**src/rtl/cmat_mac_sequencer.sv**
```systemverilog
// cmat_mac_sequencer
//   Address and control sequencer for the complex matrix multiply-accumulate
//   datapath computing C = A*B (DIM x DIM complex).  Walks operand memories in
//   row-major order (i outer, k middle, j inner), emits registered real/imag
//   addresses for A and B, and drives accumulator enable/clear through a
//   LAT-deep tag pipeline that tracks the memory/multiplier latency.
// Ports
//   clk_ctrl, rst_ctrl     : clock, asynchronous active-high reset
//   start                  : begin a multiply (sampled only in IDLE)
//   pause                  : freeze sequencer and datapath while high
//   busy, done             : run in progress / one-cycle completion pulse
//   ce_dp                  : datapath clock enable (~pause)
//   addr_valid, addr_*     : live term flag and A/B real/imag addresses
//   acc_en, acc_clr        : accumulate product / load product (first term)
//   res_valid, res_idx     : finished C element pulse and its row-major index
module cmat_mac_sequencer #(
  parameter int unsigned DIM = 3,
  parameter int unsigned LAT = 2,
  localparam int unsigned ADDR_W = $clog2(2 * DIM * DIM),
  localparam int unsigned IDX_W  = (DIM * DIM > 1) ? $clog2(DIM * DIM) : 1
) (
  input  logic              clk_ctrl,
  input  logic              rst_ctrl,
  input  logic              start,
  input  logic              pause,
  output logic              busy,
  output logic              done,
  output logic              ce_dp,
  output logic              addr_valid,
  output logic [ADDR_W-1:0] addr_a_re,
  output logic [ADDR_W-1:0] addr_a_im,
  output logic [ADDR_W-1:0] addr_b_re,
  output logic [ADDR_W-1:0] addr_b_im,
  output logic              acc_en,
  output logic              acc_clr,
  output logic              res_valid,
  output logic [IDX_W-1:0]  res_idx
);

  localparam int unsigned CNT_W = (DIM > 1) ? $clog2(DIM) : 1;
  localparam logic [CNT_W-1:0] CMAX     = CNT_W'(DIM - 1);
  localparam logic [IDX_W-1:0] IDX_LAST = IDX_W'(DIM * DIM - 1);

  typedef enum logic [1:0] {S_IDLE, S_ISSUE, S_DRAIN, S_DONE} state_t;

  typedef struct packed {
    logic             v;
    logic             first;
    logic             last;
    logic [IDX_W-1:0] idx;
  } tag_t;

  state_t state_q, state_d;
  logic   adv, load_first, step, last_term;

  logic [CNT_W-1:0] i_q, k_q, j_q;
  logic [CNT_W-1:0] ti, tk, tj;
  logic [ADDR_W-1:0] a_base, b_base;

  // s0_q travels with the address registers; dl_q[LAT-1] lines up with the
  // product arriving at the accumulator.
  tag_t s0_q;
  tag_t dl_q [LAT];
  tag_t dl_out;
  logic res_q;

  assign last_term = (i_q == CMAX) && (k_q == CMAX) && (j_q == CMAX);
  assign dl_out    = dl_q[LAT-1];

  always_ff @(posedge clk_ctrl or posedge rst_ctrl) begin
    if (rst_ctrl) state_q <= S_IDLE;
    else          state_q <= state_d;
  end

  always_comb begin
    state_d    = state_q;
    busy       = 1'b0;
    done       = 1'b0;
    load_first = 1'b0;
    step       = 1'b0;
    case (state_q)
      S_IDLE: begin
        load_first = start;
        if (start) state_d = S_ISSUE;
      end
      S_ISSUE: begin
        busy = 1'b1;
        step = !pause;
        if (!pause && last_term) state_d = S_DRAIN;
      end
      S_DRAIN: begin
        busy = 1'b1;
        if (res_valid && res_idx == IDX_LAST) state_d = S_DONE;
      end
      S_DONE: begin
        done    = 1'b1;
        state_d = S_IDLE;
      end
      default: state_d = S_IDLE;
    endcase
  end

  // Pause only freezes things while a run is in flight.
  assign adv = !(pause && busy);

  // Next term: fresh (0,0,0) on start, otherwise j -> k -> i ripple.
  always_comb begin
    tj = j_q + CNT_W'(1);
    tk = k_q;
    ti = i_q;
    if (j_q == CMAX) begin
      tj = '0;
      tk = k_q + CNT_W'(1);
      if (k_q == CMAX) begin
        tk = '0;
        ti = i_q + CNT_W'(1);
      end
    end
    if (load_first) begin
      ti = '0;
      tk = '0;
      tj = '0;
    end
  end

  assign a_base = ADDR_W'(2 * (ti * DIM + tj));
  assign b_base = ADDR_W'(2 * (tj * DIM + tk));

  always_ff @(posedge clk_ctrl or posedge rst_ctrl) begin
    if (rst_ctrl) begin
      i_q       <= '0;
      k_q       <= '0;
      j_q       <= '0;
      addr_a_re <= '0;
      addr_a_im <= '0;
      addr_b_re <= '0;
      addr_b_im <= '0;
      s0_q      <= '0;
      for (int unsigned n = 0; n < LAT; n++) dl_q[n] <= '0;
      res_q     <= 1'b0;
      res_idx   <= '0;
    end else begin
      if (load_first || (step && !last_term)) begin
        i_q       <= ti;
        k_q       <= tk;
        j_q       <= tj;
        addr_a_re <= a_base;
        addr_a_im <= a_base + ADDR_W'(1);
        addr_b_re <= b_base;
        addr_b_im <= b_base + ADDR_W'(1);
        s0_q.v     <= 1'b1;
        s0_q.first <= (tj == '0);
        s0_q.last  <= (tj == CMAX);
        s0_q.idx   <= IDX_W'(ti * DIM + tk);
      end else if (adv) begin
        s0_q <= '0;
      end
      if (adv) begin
        dl_q[0] <= s0_q;
        for (int unsigned n = 1; n < LAT; n++) dl_q[n] <= dl_q[n-1];
        res_q <= dl_out.v && dl_out.last;
        if (dl_out.v && dl_out.last) res_idx <= dl_out.idx;
      end
    end
  end

  assign ce_dp      = !pause;
  assign addr_valid = s0_q.v && adv;
  assign acc_en     = dl_out.v && adv;
  assign acc_clr    = dl_out.v && dl_out.first && adv;
  assign res_valid  = res_q && adv;

endmodule
```
**config.mk**
```make
export PLATFORM = sky130hd
export DESIGN_NAME = cmat_mac_sequencer
export DESIGN_NICKNAME = d
export VERILOG_FILES = /design/src/rtl/cmat_mac_sequencer.sv
export SDC_FILE = /design/constraint.sdc
export NUM_CORES = 1
export LEC_CHECK = 0
export ABC_AREA = 1
export CORE_ASPECT_RATIO = 0.75
export CORE_UTILIZATION = 40
export CTS_BUF_LIST = sky130_fd_sc_hd__clkbuf_8 sky130_fd_sc_hd__clkbuf_16
export DETAILED_ROUTE_END_ITERATION = 8
export REMOVE_ABC_BUFFERS = 1
export SYNTH_ARGS = -nofsm -noshare
export SYNTH_HDL_FRONTEND = slang
export SYNTH_SLANG_ARGS = --single-unit
```
**constraint.sdc**
```tcl
create_clock -name clk_ctrl -period 2.7 [get_ports clk_ctrl]
set_input_delay 0.54 -clock clk_ctrl [delete_from_list [all_inputs] [get_ports clk_ctrl]]
set_output_delay 0.54 -clock clk_ctrl [all_outputs]
set_load 0.02 [all_outputs]
```
==> impl_metrics.toml <==
[place]
dp.cells = 368
hpwl_um = 3090
port_buffers = 32
gp_congestion = 0.830

[clock_tree]
holdBufCountCts = 0
cts_made_buffers = 5
path_clk_slew_ns = 0.09
ctsRootBufferMaster = "clkbuf_8"
numClockSinks = 43
cts_tree = "built"
worstSkewPairLatency_ns = 0.30
h-tree-depth = 2
clock_path_buffers = 2

[min_path]
min_path_type = "flop to flop"

[final_layout]
nets = 322
diodes = 0
instances_no_fill = 377
post-route-util_pct = 52.3
drive_gt1_share_pct = 12.6
synthToLayoutAreaGrowth_pct = 23.6

[sta]
fin_crit_ns = 2.55
rsz0062_at_grt = "false"
worst_pin_slew_ns = 0.543
final.setup.tns_ns = 0
hold_viol_final = 0
holdWs_ns = 0.473
maxSlewHeadroom_pct = 63.8
fin_crit_sh_pct = 94.6
fmax_mhz = 391
skew_ns = 0.00760
drv_slew = 0
finalSetupViolCount = 0

[worst_setup_path]
critPathMostFrequentCell = "nand2_1"
cpPeakStageDelay_ns = 0.56
arrival_ns = 2.75
path_cells = "inv_1 -> ha_1 -> nand2_1 -> buf_4 -> o211ai_1 -> fa_1 -> inv_1 -> ha_1 -> fa_1 -> nand2_1 -> nand2_1"
endpoint_kind = "flop"
cp.buffers_inverters = 3
required_ns = 2.90
cp_slowest_cell = "fa_1"
critical_path_class = "flop to flop"
worstPathMaxFanout = 5
path_delay_family = "adder cells"
critPathLaunchType = "flop"

[floorplan]
die_y_um = 67.7
dieArea_um2 = 6060
die_w_um = 89.6
start_util_pct = 42.3
core_region_area_um2 = 5440
io_pins = 35
num_rows = 23

[power_and_ir_drop]
vdd_drop_max_v = 0.000533
power.density_nw_per_um2 = 1140
finalPower_uw = 3250
p_leak_uw = 0.00141

[synth]
syn-cell-area_um2 = 2300
avgSynthCellArea_um2 = 8.75
synth-main-ff-cell = "dfrtp_1"
synth_cell_types = 29
synthCells = 263
synth_edf_count = 0
seq_area_frac_synth_pct = 46.8
async_reset_ff_share_pct = 100
ys_warn_count = 0
ys_seq_elements = 43

[flow_run]
drv_cap = 0

[global_routing]
grt_pass1_wl_um = 7090
grt_usage_pct = 15.8
grt_max_degree = 44
grt_pass1_vias = 1564
grt-ovfl-total = 0
grt_antenna_before_repair = 0

[route]
drtPass1Iterations = 4
drt_iter0_markers = 56
ant_nets = 0
drcViolationCount = 0
wl_um = 4260
wl_per_cell_um = 11.3
via_count = 1705
vias_per_cell = 4.52

[status]
outcome = "finished clean"
[worst min-delay path: stages (launching register included)]
cell and delay, ns:
dfrtp_1 0.34, nand2_1 0.05, nand2_1 0.05
[placed cells by master (no fill, tap or decap), drive strengths merged]
cell and n:
nor3 2, bufinv 2, clkdlybuf4s50 28, clkinv 1, ha 13, conb 2
o21ai 31, inv 36, dfrtp 43, nor2 13, o22ai 1, clkbuf 5
buf 14, dlygate4sd2 4, nand2 81, o21a 1, o211ai 1, fa 4
nand3b 1, nand3 13, nand4 3, or2 1, a21oi 2
[metrics by stage]
step	setup WS (ns)	instance area (µm²)
3_5_place_dp	-0.138	2700
5_1_grt	0.0172	2840
2_1_floorplan	-0.222	2190
6_report	0.145	2840
4_1_cts	0.107	2830
3_3_place_gp	-0.138	2700
[worst paths after layout]
kind / startpoint / endpoint / slack, ns / cells after the start
worst max-delay path: state_q[0] / addr_b_im[3] / 0.15 / 11
worst max register to register: state_q[0] / addr_b_im[3] / 0.15 / 11
min in group asynchronous: rst_ctrl / res_q / 0.66 / 3
worst min register to register: dl_q[10] / dl_q[10] / 0.47 / 2
max in group asynchronous: rst_ctrl / addr_a_im[1] / 1.65 / 3
worst min-delay path: dl_q[10] / dl_q[10] / 0.47 / 2
[synth_stat cells (2+ instances only)]
cell	count	area, µm²
dfrtp_1	43	1080
clkbuf_1	3	11.3
o21ai_2	3	26.3
nand3_1	11	55.1
nand4_1	3	18.8
nand3_2	2	20.0
nor3_1	2	10.0
inv_2	3	11.3
o21ai_0	28	140
buf_4	12	90.1
inv_1	32	120
nor2_4	3	33.8
nor2_1	8	30.0
ha_1	13	163
fa_1	4	80.1
nand2_1	80	300
[routing by layer]
layer / wire [µm] / GRT usage [%]
met1: 2200 / 20.1
met3: 164 / 4.03
met2: 1880 / 26.6
met5: 0 / 0
met4: 17 / 4.76
[flip-flops by register name, indices dropped and copies added, names as in the netlist]
register / flops
addr_a_im: 5
addr_b_im: 4
dl_out: 7
dl_q: 7
i_q: 2
j_q: 2
k_q: 2
res_idx: 4
res_q: 1
s0_q: 7
state_q: 2
[where the power goes]
| group | switching (µW) | leakage (µW) | internal, µW | total, µW |
|---|---|---|---|---|
| clock network | 229 | 0.0000695 | 366 | 595 |
| registers | 131 | 0.000573 | 849 | 980 |
| logic | 984 | 0.000766 | 686 | 1670 |
| total | 1340 | 0.00141 | 1900 | 3250 |
[cell families after synthesis]
group           share of synthesized area (%)
other cells                             0.163
buf+inv                                  10.9
compound gates                           9.08
fa+ha+maj                                10.5
simple gates                             22.6
flops                                    46.8
[final cells by class]
class                           count  area, µm²
Clock buffer                        5       68.8
Clock inverter                      3       63.8
Fill cell                         517       2590
Inverter                           36        138
Multi-Input combinational cell    169        983
Sequential cell                    43       1080
Tap cell                           75       93.8
Timing Repair Buffer               46        420
[what timing repair did]
| action | in CTS | in global routing |
|---|---|---|
| gates resized for setup | 4 | 1 |
| setup buffers | 0 | 1 |
| setup endpoints to repair | 4 | 1 |
| pin swaps | 0 | 0 |
| cloned | 0 | 0 |
No activity file was read; power rests on OpenSTA's default activity.
